File: src/rtl/chirp_pkg.sv
// Shared definitions for the linear-FM chirp phase generator: default widths,
// the default chirp rate and the controller state encoding.
package chirp_pkg;

    localparam int DEFAULT_PHASE_W = 48;
    localparam int DEFAULT_OUT_W   = 16;

    // 2^35-1: a slow up-chirp whose frequency crosses half-scale after 4096 samples
    localparam logic [DEFAULT_PHASE_W-1:0] DEFAULT_RATE = 48'h0007_FFFF_FFFF;

    typedef enum logic [1:0] {
        IDLE  = 2'd0,
        SWEEP = 2'd1,
        GAP   = 2'd2
    } state_t;

endpackage

File: src/rtl/chirp_gen_if.sv
// Phase-word stream from the chirp generator toward the sine ROM.
interface chirp_gen_if #(
    parameter int OUT_W = 16
) ();

    logic             phase_tvalid;
    logic [OUT_W-1:0] phase_tdata;

    modport master (output phase_tvalid, phase_tdata);
    modport slave  (input  phase_tvalid, phase_tdata);

endinterface

File: src/rtl/chirp_gen_strobe_div.sv
// Free-running 0..DIV-1 counter producing a one-cycle strobe on the last count;
// held at zero while disabled so every run starts from a known phase.
module strobe_div #(
    parameter int DIV = 7
) (
    input  logic clk,
    input  logic rst,
    input  logic en,
    output logic strobe
);

    localparam int CW = (DIV > 1) ? $clog2(DIV) : 1;
    localparam logic [CW-1:0] LAST = CW'(DIV - 1);

    logic [CW-1:0] count;

    // NOTE: sequential state is written with non-blocking assignments only, so
    // every register samples pre-edge values regardless of block ordering.
    always_ff @(posedge clk) begin
        if (rst || !en) begin
            count <= '0;
        end else if (count == LAST) begin
            count <= '0;
        end else begin
            count <= count + 1'b1;
        end
    end

    assign strobe = en && (count == LAST);

endmodule

File: src/rtl/chirp_gen.sv
// Chirp phase generator: a second-order accumulator (freq += rate, phase += freq)
// stepped once per strobe, emitting SWEEP_LEN phase words per sweep.
module chirp_gen
    import chirp_pkg::*;
#(
    parameter int PHASE_W    = DEFAULT_PHASE_W,
    parameter int OUT_W      = DEFAULT_OUT_W,
    parameter int STROBE_DIV = 7,
    parameter int SWEEP_LEN  = 8192,
    parameter int GAP_LEN    = 64
) (
    input  logic               clk,
    input  logic               rst,
    input  logic               start,
    input  logic               stop,
    input  logic               continuous,
    input  logic [PHASE_W-1:0] rate_in,
    chirp_gen_if.master        rom,
    output logic               busy,
    output logic               sweep_done,
    output logic               freq_msb,
    output logic [15:0]        sweep_count
);

    localparam int CNT_W = 21;
    localparam logic [CNT_W-1:0] LAST_SAMPLE = CNT_W'(SWEEP_LEN - 1);
    localparam logic [CNT_W-1:0] LAST_GAP    = CNT_W'(GAP_LEN - 1);

    state_t             state;
    logic [PHASE_W-1:0] rate_q;
    logic               cont_q;
    logic [PHASE_W-1:0] freq;
    logic [PHASE_W-1:0] acc;
    logic [CNT_W-1:0]   sample_cnt;
    logic [CNT_W-1:0]   gap_cnt;
    logic               end_pend;
    logic               tvalid;
    logic [OUT_W-1:0]   tdata;
    logic               strobe;

    strobe_div #(.DIV(STROBE_DIV)) u_strobe_div (
        .clk    (clk),
        .rst    (rst),
        .en     (busy),
        .strobe (strobe)
    );

    always_ff @(posedge clk) begin
        if (rst) begin
            state       <= IDLE;
            rate_q      <= '0;
            cont_q      <= 1'b0;
            freq        <= '0;
            acc         <= '0;
            sample_cnt  <= '0;
            gap_cnt     <= '0;
            end_pend    <= 1'b0;
            tvalid      <= 1'b0;
            tdata       <= '0;
            sweep_done  <= 1'b0;
            sweep_count <= '0;
        end else begin
            // NOTE: pulse outputs default low here and are raised only in the
            // branch that fires, keeping them exactly one cycle wide.
            tvalid     <= 1'b0;
            sweep_done <= 1'b0;
            case (state)
                IDLE: begin
                    if (start && !stop) begin
                        rate_q     <= rate_in;
                        cont_q     <= continuous;
                        freq       <= '0;
                        acc        <= '0;
                        sample_cnt <= '0;
                        gap_cnt    <= '0;
                        end_pend   <= 1'b0;
                        state      <= SWEEP;
                    end
                end
                SWEEP: begin
                    if (stop) begin
                        end_pend <= 1'b0;
                        state    <= IDLE;
                    end else if (end_pend) begin
                        // Cycle after the last sample: report, then repeat or retire.
                        end_pend    <= 1'b0;
                        sweep_done  <= 1'b1;
                        sweep_count <= sweep_count + 1'b1;
                        sample_cnt  <= '0;
                        gap_cnt     <= '0;
                        if (!cont_q) begin
                            state <= IDLE;
                        end else if (GAP_LEN == 0) begin
                            freq <= '0;
                            acc  <= '0;
                        end else begin
                            state <= GAP;
                        end
                    end else if (strobe) begin
                        tvalid     <= 1'b1;
                        tdata      <= acc[PHASE_W-1 -: OUT_W];
                        freq       <= freq + rate_q;
                        acc        <= acc + freq;
                        sample_cnt <= sample_cnt + 1'b1;
                        end_pend   <= (sample_cnt == LAST_SAMPLE);
                    end
                end
                GAP: begin
                    if (stop) begin
                        state <= IDLE;
                    end else if (strobe) begin
                        if (gap_cnt == LAST_GAP) begin
                            freq       <= '0;
                            acc        <= '0;
                            sample_cnt <= '0;
                            state      <= SWEEP;
                        end else begin
                            gap_cnt <= gap_cnt + 1'b1;
                        end
                    end
                end
                default: state <= IDLE;
            endcase
        end
    end

    assign busy             = (state != IDLE);
    assign freq_msb         = freq[PHASE_W-1];
    assign rom.phase_tvalid = tvalid;
    assign rom.phase_tdata  = tdata;

endmodule

File: src/flat_wrapper.sv
// flat-port wrapper written by rule: the top's interface ports become plain ports
module chirp_gen_flat import chirp_pkg::*;
#(
    parameter int PHASE_W    = DEFAULT_PHASE_W,
    parameter int OUT_W      = DEFAULT_OUT_W,
    parameter int STROBE_DIV = 7,
    parameter int SWEEP_LEN  = 8192,
    parameter int GAP_LEN    = 64
)
  (clk, rst, start, stop, continuous, rate_in, busy, sweep_done, freq_msb, sweep_count, rom_phase_tvalid, rom_phase_tdata);
  chirp_gen_if #(.OUT_W(OUT_W)) rom_i ();
  input  logic clk;
  input  logic rst;
  input  logic start;
  input  logic stop;
  input  logic continuous;
  input  logic [PHASE_W-1:0] rate_in;
  output logic busy;
  output logic sweep_done;
  output logic freq_msb;
  output logic [15:0] sweep_count;
  output wire logic [$bits(rom_i.phase_tvalid)-1:0] rom_phase_tvalid;
  output wire logic [$bits(rom_i.phase_tdata)-1:0] rom_phase_tdata;
  assign rom_phase_tvalid = rom_i.phase_tvalid;
  assign rom_phase_tdata = rom_i.phase_tdata;
  chirp_gen #(.PHASE_W(PHASE_W), .OUT_W(OUT_W), .STROBE_DIV(STROBE_DIV), .SWEEP_LEN(SWEEP_LEN), .GAP_LEN(GAP_LEN)) u_core (.clk(clk), .rst(rst), .start(start), .stop(stop), .continuous(continuous), .rate_in(rate_in), .rom(rom_i), .busy(busy), .sweep_done(sweep_done), .freq_msb(freq_msb), .sweep_count(sweep_count));
endmodule
File: config.mk
export PLATFORM = sky130hd
export DESIGN_NAME = chirp_gen_flat
export DESIGN_NICKNAME = d
export VERILOG_FILES = /design/src/rtl/chirp_pkg.sv /design/src/rtl/chirp_gen_if.sv /design/src/rtl/chirp_gen_strobe_div.sv /design/src/rtl/chirp_gen.sv /design/src/flat_wrapper.sv
export SDC_FILE = /design/constraint.sdc
export NUM_CORES = 1
export LEC_CHECK = 0
export CAP_MARGIN = 20
export CORE_ASPECT_RATIO = 0.75
export CORE_MARGIN = 2
export CORE_UTILIZATION = 58
export CTS_BUF_LIST = sky130_fd_sc_hd__clkbuf_8
export CTS_CLUSTER_SIZE = 16
export DETAILED_ROUTE_END_ITERATION = 6
export HOLD_SLACK_MARGIN = 0.15
export PLACE_DENSITY_LB_ADDON = 0.05
export SLEW_MARGIN = 20
export SYNTH_ARGS = -nofsm -noshare
export SYNTH_HDL_FRONTEND = slang
export SYNTH_SLANG_ARGS = --single-unit
File: constraint.sdc
create_clock -name clk -period 3.2 [get_ports clk]
set_input_delay 0.32 -clock clk [delete_from_list [all_inputs] [get_ports clk]]
set_output_delay 0.32 -clock clk [all_outputs]
set_load 0.005 [all_outputs]
# After elaboration in Yosys (flattened, before gate mapping)
# Cells that the tools add are included.
# totals
regBits,227
memories,0
mem_bits_rw,0
romBits,0
latch_bits,0
inputBits,53
# op_classes
n_reduce_logical,20
div,0
addsub,6
n_eq_ne,18
n_shift,0
magnitude_cmp,0
bitwise_logic,3
mul,0
n_mux,41
# ops
op,count
2-to-1 mux 48 bit,10
one-hot mux 48 bit (3 select lines),2
2-to-1 mux 21 bit,12
one-hot mux 21 bit (3 select lines),2
adder 48 bit,2
adder 21 x 1 -> 21 bit (second input constant),2
equality test 21 x 13 -> 1 bit (second input constant),1
equality test 21 x 6 -> 1 bit (second input constant),1
adder 16 x 1 -> 16 bit (second input constant),1
2-to-1 mux 2 bit,7
AND reduction 7 bit,2
inequality test 2 x 1 -> 1 bit (second input constant),5
inequality test 3 x 2 -> 1 bit (second input constant),3
inequality test 2 bit (second input constant),4
AND reduction 4 bit,2
AND reduction 8 bit,1
2-to-1 mux 1 bit,6
one-hot mux 2 bit (3 select lines),1
AND reduction 2 bit,2
nonzero test 2 bit,2
OR reduction 4 bit,1
adder 3 x 1 -> 3 bit (second input constant),1
equality test 3 bit (second input constant),1
inequality test 3 x 1 -> 1 bit (second input constant),1
other kinds (12),16

# Logic depth before layout (Yosys ltp)
# Gate-level depths: netlist of run 1.
# logic_depth
word_depth,6
mapped_depth,12
mapped_depth_nobuf,11

# By module
# From an unflattened synthesis of run 1, not the netlist that was laid out.
# unflattened
hier_cells,1695
area_unflattened_um2,13339.0
# modules_own_cells
mod,seq_area_each_um2,instances,cells_each,area_each_um2
chirp_gen,4484.3,1,1682,13198.9
strobe_div,60.1,1,13,140.1

# Worst setup path before layout of run 1
# Ideal clock, no wire load.
# synth_timing
path_type,reg-to-reg
startpoint,reg u_core.freq[0]
endpoint,reg u_core.freq[24]
path_buffers,0
period_less_slack_ns,2.717
arrival_time_ns,2.600
path_stages_with_launch,12
path_slack_ns,0.483
setup_time_ns,0.117
path_cell_list,dfxtp_1 > ha_1 > fa_1 > a21o_1 > a311oi_1 > o21ai_1 > and4_1 > o221ai_1 > o21ai_1 > a221oi_2 > xnor2_1 > a32o_1
# synth_via
elab_chain_cells,5
# synth_lines
element,line_no,text
from (decl),chirp_gen.sv:32,logic [PHASE_W-1:0] freq;
from (signal assigned),chirp_gen.sv:102,freq <= freq + rate_q;
adder 48 bit,chirp_gen.sv:102,
2-to-1 mux 48 bit,chirp_gen.sv:99,end else if (strobe) begin
2-to-1 mux 48 bit,chirp_gen.sv:84,end else if (end_pend) begin
2-to-1 mux 48 bit,chirp_gen.sv:81,if (stop) begin
one-hot mux 48 bit (3 select lines),chirp_gen.sv:67,case (state)
# No other way between the ends. The select of a mux whose other input is x is not followed.
# A chain may end at the register's enable or synchronous reset.

# Worst setup path after layout of run 1
# layout_timing
startpoint,reg u_core.freq[9]
endpoint,reg u_core.acc[44]
# layout_via
elab_chain_cells,5
# layout_lines
element,line_no,text
adder 48 bit,chirp_gen.sv:103,acc <= acc + freq;
2-to-1 mux 48 bit,chirp_gen.sv:99,
2-to-1 mux 48 bit,chirp_gen.sv:84,
2-to-1 mux 48 bit,chirp_gen.sv:81,
one-hot mux 48 bit (3 select lines),chirp_gen.sv:67,
to (signal assigned),chirp_gen.sv:103,
to (decl),chirp_gen.sv:33,logic [PHASE_W-1:0] acc;
# No other way between the ends. The select of a mux whose other input is x is not followed.

==> summary.md, run 1 <==
| Metric | Value |
|---|---|
| Status | finished clean |
| CP peak stage delay | approximately 0.56 ns |
| # setup viols final | 0 |
| Main synth FF type | dfxtp_1 |
| FP Rows | 48 |
| Minimum clock period | 3.07 ns |
| PD cells | between 400 and 500 nW/um2 |
| Area Overhead vs Synth | 15.0% |
| Crit path to | u_core.acc[44]$_SDFFE_PP0P_ |
| GRT Total Usage | 0.288 |
| Sw Share | 0.274 |
| Reg-to-reg slack, setup | ~0.13 ns |
| Core area | approximately 23000 um2 |
| Vias in the first global route | about 12000 |
| Worst Setup Start Kind | flop |
| Reg-to-reg startpoint | u_core.freq[9]$_SDFFE_PP0P_ |
| Cells after synthesis | 1761 |
| Period Utilization, post-route | 0.958 |
| DRT Pass-1 Iters | 6 |
| Syn Nets | 1915 |
| Simple-gate share of the synthesized area | 0.214 |
| Port buffer count | 88 |
| Detailed Route WL | ~36 mm |
| MaxCap Viol Count | 0 |
| Cell leakage power | 6.49 nW |
| Slew Viols, Final | 0 |
| CP top delay family | compound AO/OA/AOI/OAI gates |
| RR Endpoint | u_core.acc[44]$_SDFFE_PP0P_ |
| Slowest CP cell | a2111oi_1 |
| HPWL after DPL | 26.3 mm |
| Syn avg cell area | 7.80 um2 |
| Slew margin rel. | 0.451 |
| Initial core utilization | 0.594 |
| Total negative slack | 0 ns |
| Post-route cell area | about 16000 um2 |
| Syn. warnings | 0 |
| Depth of the CTS H-tree | 2 |
| Worst hold margin | between 0.3 and 0.4 ns |
| CTS sink count | 227 |
| Worst clock skew | 0.0224 ns |
| Gpl congestion | 0.976 |
| Reg power frac | 0.455 |
| Boundary Pins | 89 |
| GRT overflow | 0 |
| Netlist cell types | a little under 80 |
| Part of the power in the clock network | 0.411 |
| Largest family of logic cells by synthesized area | compound AO/OA/AOI/OAI gates |
| RSZ-0062 raised after global routing | true |
| Layout Utilization | 0.683 |
| Cell Count Post-Placement | around 2100 |
| Vias | around 13000 |
| Asr flop ratio synth | 0 |
| Post-place setup slack | 0.0320 ns |
| Die Y | ~140 um |
| Diodes inserted | 0 |
| Mux share of post-synthesis cell area | 0.00738 |
| Register area share after synthesis | 0.331 |
| Via density | slightly below 6 |
| Post-synthesis compound-gate area fraction | 0.240 |
| Antenna-violating nets left | 0 |
| Die width | approximately 180 um |
| Critical setup path kind | reg -> reg |
| FF-to-FF path depth | 9 |
| Xor and xnor fraction of the mapped netlist area | 0.0804 |
| Critical Path Source | u_core.freq[9]$_SDFFE_PP0P_ |
| Post-synth EDFFs | 0 |
| Final #Nets | about 2000 |
| Final Worst Setup Slack | between 0.1 and 0.15 ns |
| Layout Cells excl Fill | roughly 2200 |
| CP endpoint kind | flop |
| WP data required | ~3.6 ns |
| Switching Power | approximately 1.8 mW |
| Netlist Area Pre-Place | approximately 14000 um2 |
| CP Max Fanout | 6 |
| Drt wl/cell | between 15 and 20 um |
| Tot Pwr | approximately 6.6 mW |
| CP dominant cell by count | o211ai_1 |
| Adder-cell share of the synthesized area | 0.0931 |
| DRT iter0 DRCs | around 1100 |
| Number of buffer and inverter stages on the critical path | 0 |
| CTS tree | yes |
| Achievable frequency | 326 MHz |
| Logic gate share of total power | 0.134 |
| Initial antenna violation count | 0 |
| Final Hold Vio Count | 0 |
| Crit. path cell count | 9 |
| TritonCTS buffer count | 37 |
| Slew @ Worst Pin | a little over 0.8 ns |
| Clk root buf | clkbuf_8 |
| Placed cell areas | approximately 15000 um2 |
| Worst path cell trace | ha_1 > and3_1 > and4_1 > o211ai_1 > a2111oi_1 > o21ai_1 > a21oi_1 > o211ai_1 > a311o_1 |
| Internal | between 4 and 5 mW |
| VDD IR-drop max | approximately 0.3 mV |
| Largest net degree at the start of global routing | 71 |
| DR DRC count | 0 |
| Critical Path AT | between 3 and 4 ns |
| Clock Pin Slew Worst Setup and Hold Paths | around 0.060 ns |
| DIE AREA | about 25000 um2 |
| Clock Path Buffers | 3 |
| Clk_lat worst skew | approximately 0.54 ns |
| Worst hold path class | in -> reg |
| Layout cells sized above 1 | 0.0666 |
| First-pass GRT wire length | 58.5 mm |
| #FFs+latches synth | 227 |
[power groups by stage]
stage               clock network (mW)  registers, mW  logic (mW)
floorplan                            0           3.01       0.613
global placement                     0           3.05       0.868
detailed placement                   0           3.06       0.879
CTS                               2.77           3.00       0.883
global route                      2.90           3.01       0.981
finish                            2.71           3.00       0.885
[per-layer routing]
| metal | up-vias | wire length (um) | global-route usage |
|---|---|---|---|
| li1 | 6452 | - | - |
| met1 | 5826 | 18000 | 0.431 |
| met2 | 434 | 14100 | 0.418 |
| met3 | 47 | 3080 | 0.0608 |
| met4 | 0 | 509 | 0.0709 |
| met5 | - | 0 | 0 |
[cells by family after synthesis]
family / after synthesis
AOI/OAI and AO/OA: 520
adders and majority gates: 101
xor gates and xnor gates: 126
DFF: 227
and+or+nand+nor: 654
muxes: 10
buffers and inverters: 123
[worst reg2reg max path, stage by stage, from the launching register on]
cell       delay, ns
dfxtp_1         0.36
ha_1            0.40
and3_1          0.22
and4_1          0.26
o211ai_1        0.20
a2111oi_1       0.56
o21ai_1         0.17
a21oi_1         0.30
o211ai_1        0.18
a311o_1         0.29
[what timing repair did]
item	CTS	global route
hold buffers	1	0
resized for setup	0	9
setup buffers	0	1
setup endpoints to repair	0	11
endpoints found under the hold margin	17	0
[Yosys cell counts (6+ instances only)]
cell	number	area, um2
dfxtp_1	227	4540
clkbuf_1	81	304
xnor2_1	64	561
or3_1	12	75.1
inv_1	33	124
nand2b_1	10	62.6
nor4_1	12	75.1
o21ai_0	78	390
nor2b_1	12	75.1
o21ai_1	27	135
nand3_1	41	205
a21o_1	62	465
and4_1	6	52.6
o21bai_1	16	120
a21oi_1	187	936
nand4_1	31	194
buf_2	7	35.0
nor3_1	32	160
o211ai_1	15	113
and3_1	27	169
ha_1	99	1240
or2_2	7	43.8
nand2_1	276	1040
o21a_1	13	97.6
a41oi_1	6	52.6
a31oi_1	15	93.8
a211oi_1	11	82.6
and2_1	12	75.1
mux2i_1	9	90.1
a22oi_1	33	248
nor2_1	165	619
xor2_1	62	543
[registers in the layout (all words and copies together), names as in the netlist, 3 cells and up]
register and cells:
u_core.rate_q 48, u_core.freq 48, u_core.rom.phase_tdata 16, u_core.u_strobe_div.count 3
u_core.acc 48, u_core.sample_cnt 21, u_core.sweep_count 16, u_core.gap_cnt 21
[cells in the final DEF (no fill, tap or decap), drive strengths merged, types with 16 or more instances in the layout]
cell,synthesis,final
a21o,62,62
a21oi,187,187
a22oi,33,33
a31oi,16,16
and3,27,27
buf,8,38
clkbuf,81,50
clkdlybuf4s50,0,87
dfxtp,227,227
ha,99,99
inv,33,40
nand2,276,276
nand3,41,41
nand4,31,31
nor2,165,165
nor3,32,32
o211ai,16,16
o21ai,107,107
o21bai,16,16
xnor2,64,64
xor2,62,62
[layout make-up]
cell class	count	area, um2
Multi-Input combinational cell	1411	8780
Fill cell	2013	7320
Sequential cell	227	4540
Timing Repair Buffer	126	1180
Clock buffer	50	688
Tap cell	300	375
Inverter	34	128
Clock inverter	13	106
[worst min-delay path by stage]
stage                                                        from                                      end  slack [ns]  depth (start not counted)
after floorplan                                               rst             u_core.freq[47]$_SDFFE_PP0P_        0.42                          1
after global placement                u_core.acc[15]$_SDFFE_PP0P_              u_core.acc[15]$_SDFFE_PP0P_        0.44                          2
after detailed placement  u_core.rom.phase_tdata[10]$_SDFFE_PP0P_  u_core.rom.phase_tdata[10]$_SDFFE_PP0P_        0.45                          2
after CTS                                             rate_in[12]           u_core.rate_q[12]$_SDFFE_PP0P_        0.29                          3
after global routing                                  rate_in[12]           u_core.rate_q[12]$_SDFFE_PP0P_        0.31                          3
final                                                 rate_in[12]           u_core.rate_q[12]$_SDFFE_PP0P_        0.33                          3
No activity file was read; power rests on OpenSTA's default activity.
==> inputs of run 2 (changes only) <==
--- a/config.mk
+++ b/config.mk
@@ -5,7 +5,6 @@
 export SDC_FILE = /design/constraint.sdc
 export NUM_CORES = 1
 export LEC_CHECK = 0
-export CAP_MARGIN = 20
 export CORE_ASPECT_RATIO = 0.75
 export CORE_MARGIN = 2
 export CORE_UTILIZATION = 58
==> results of run 2 <==
No change in the layout: final DEF, timing and power equal those of run 1.
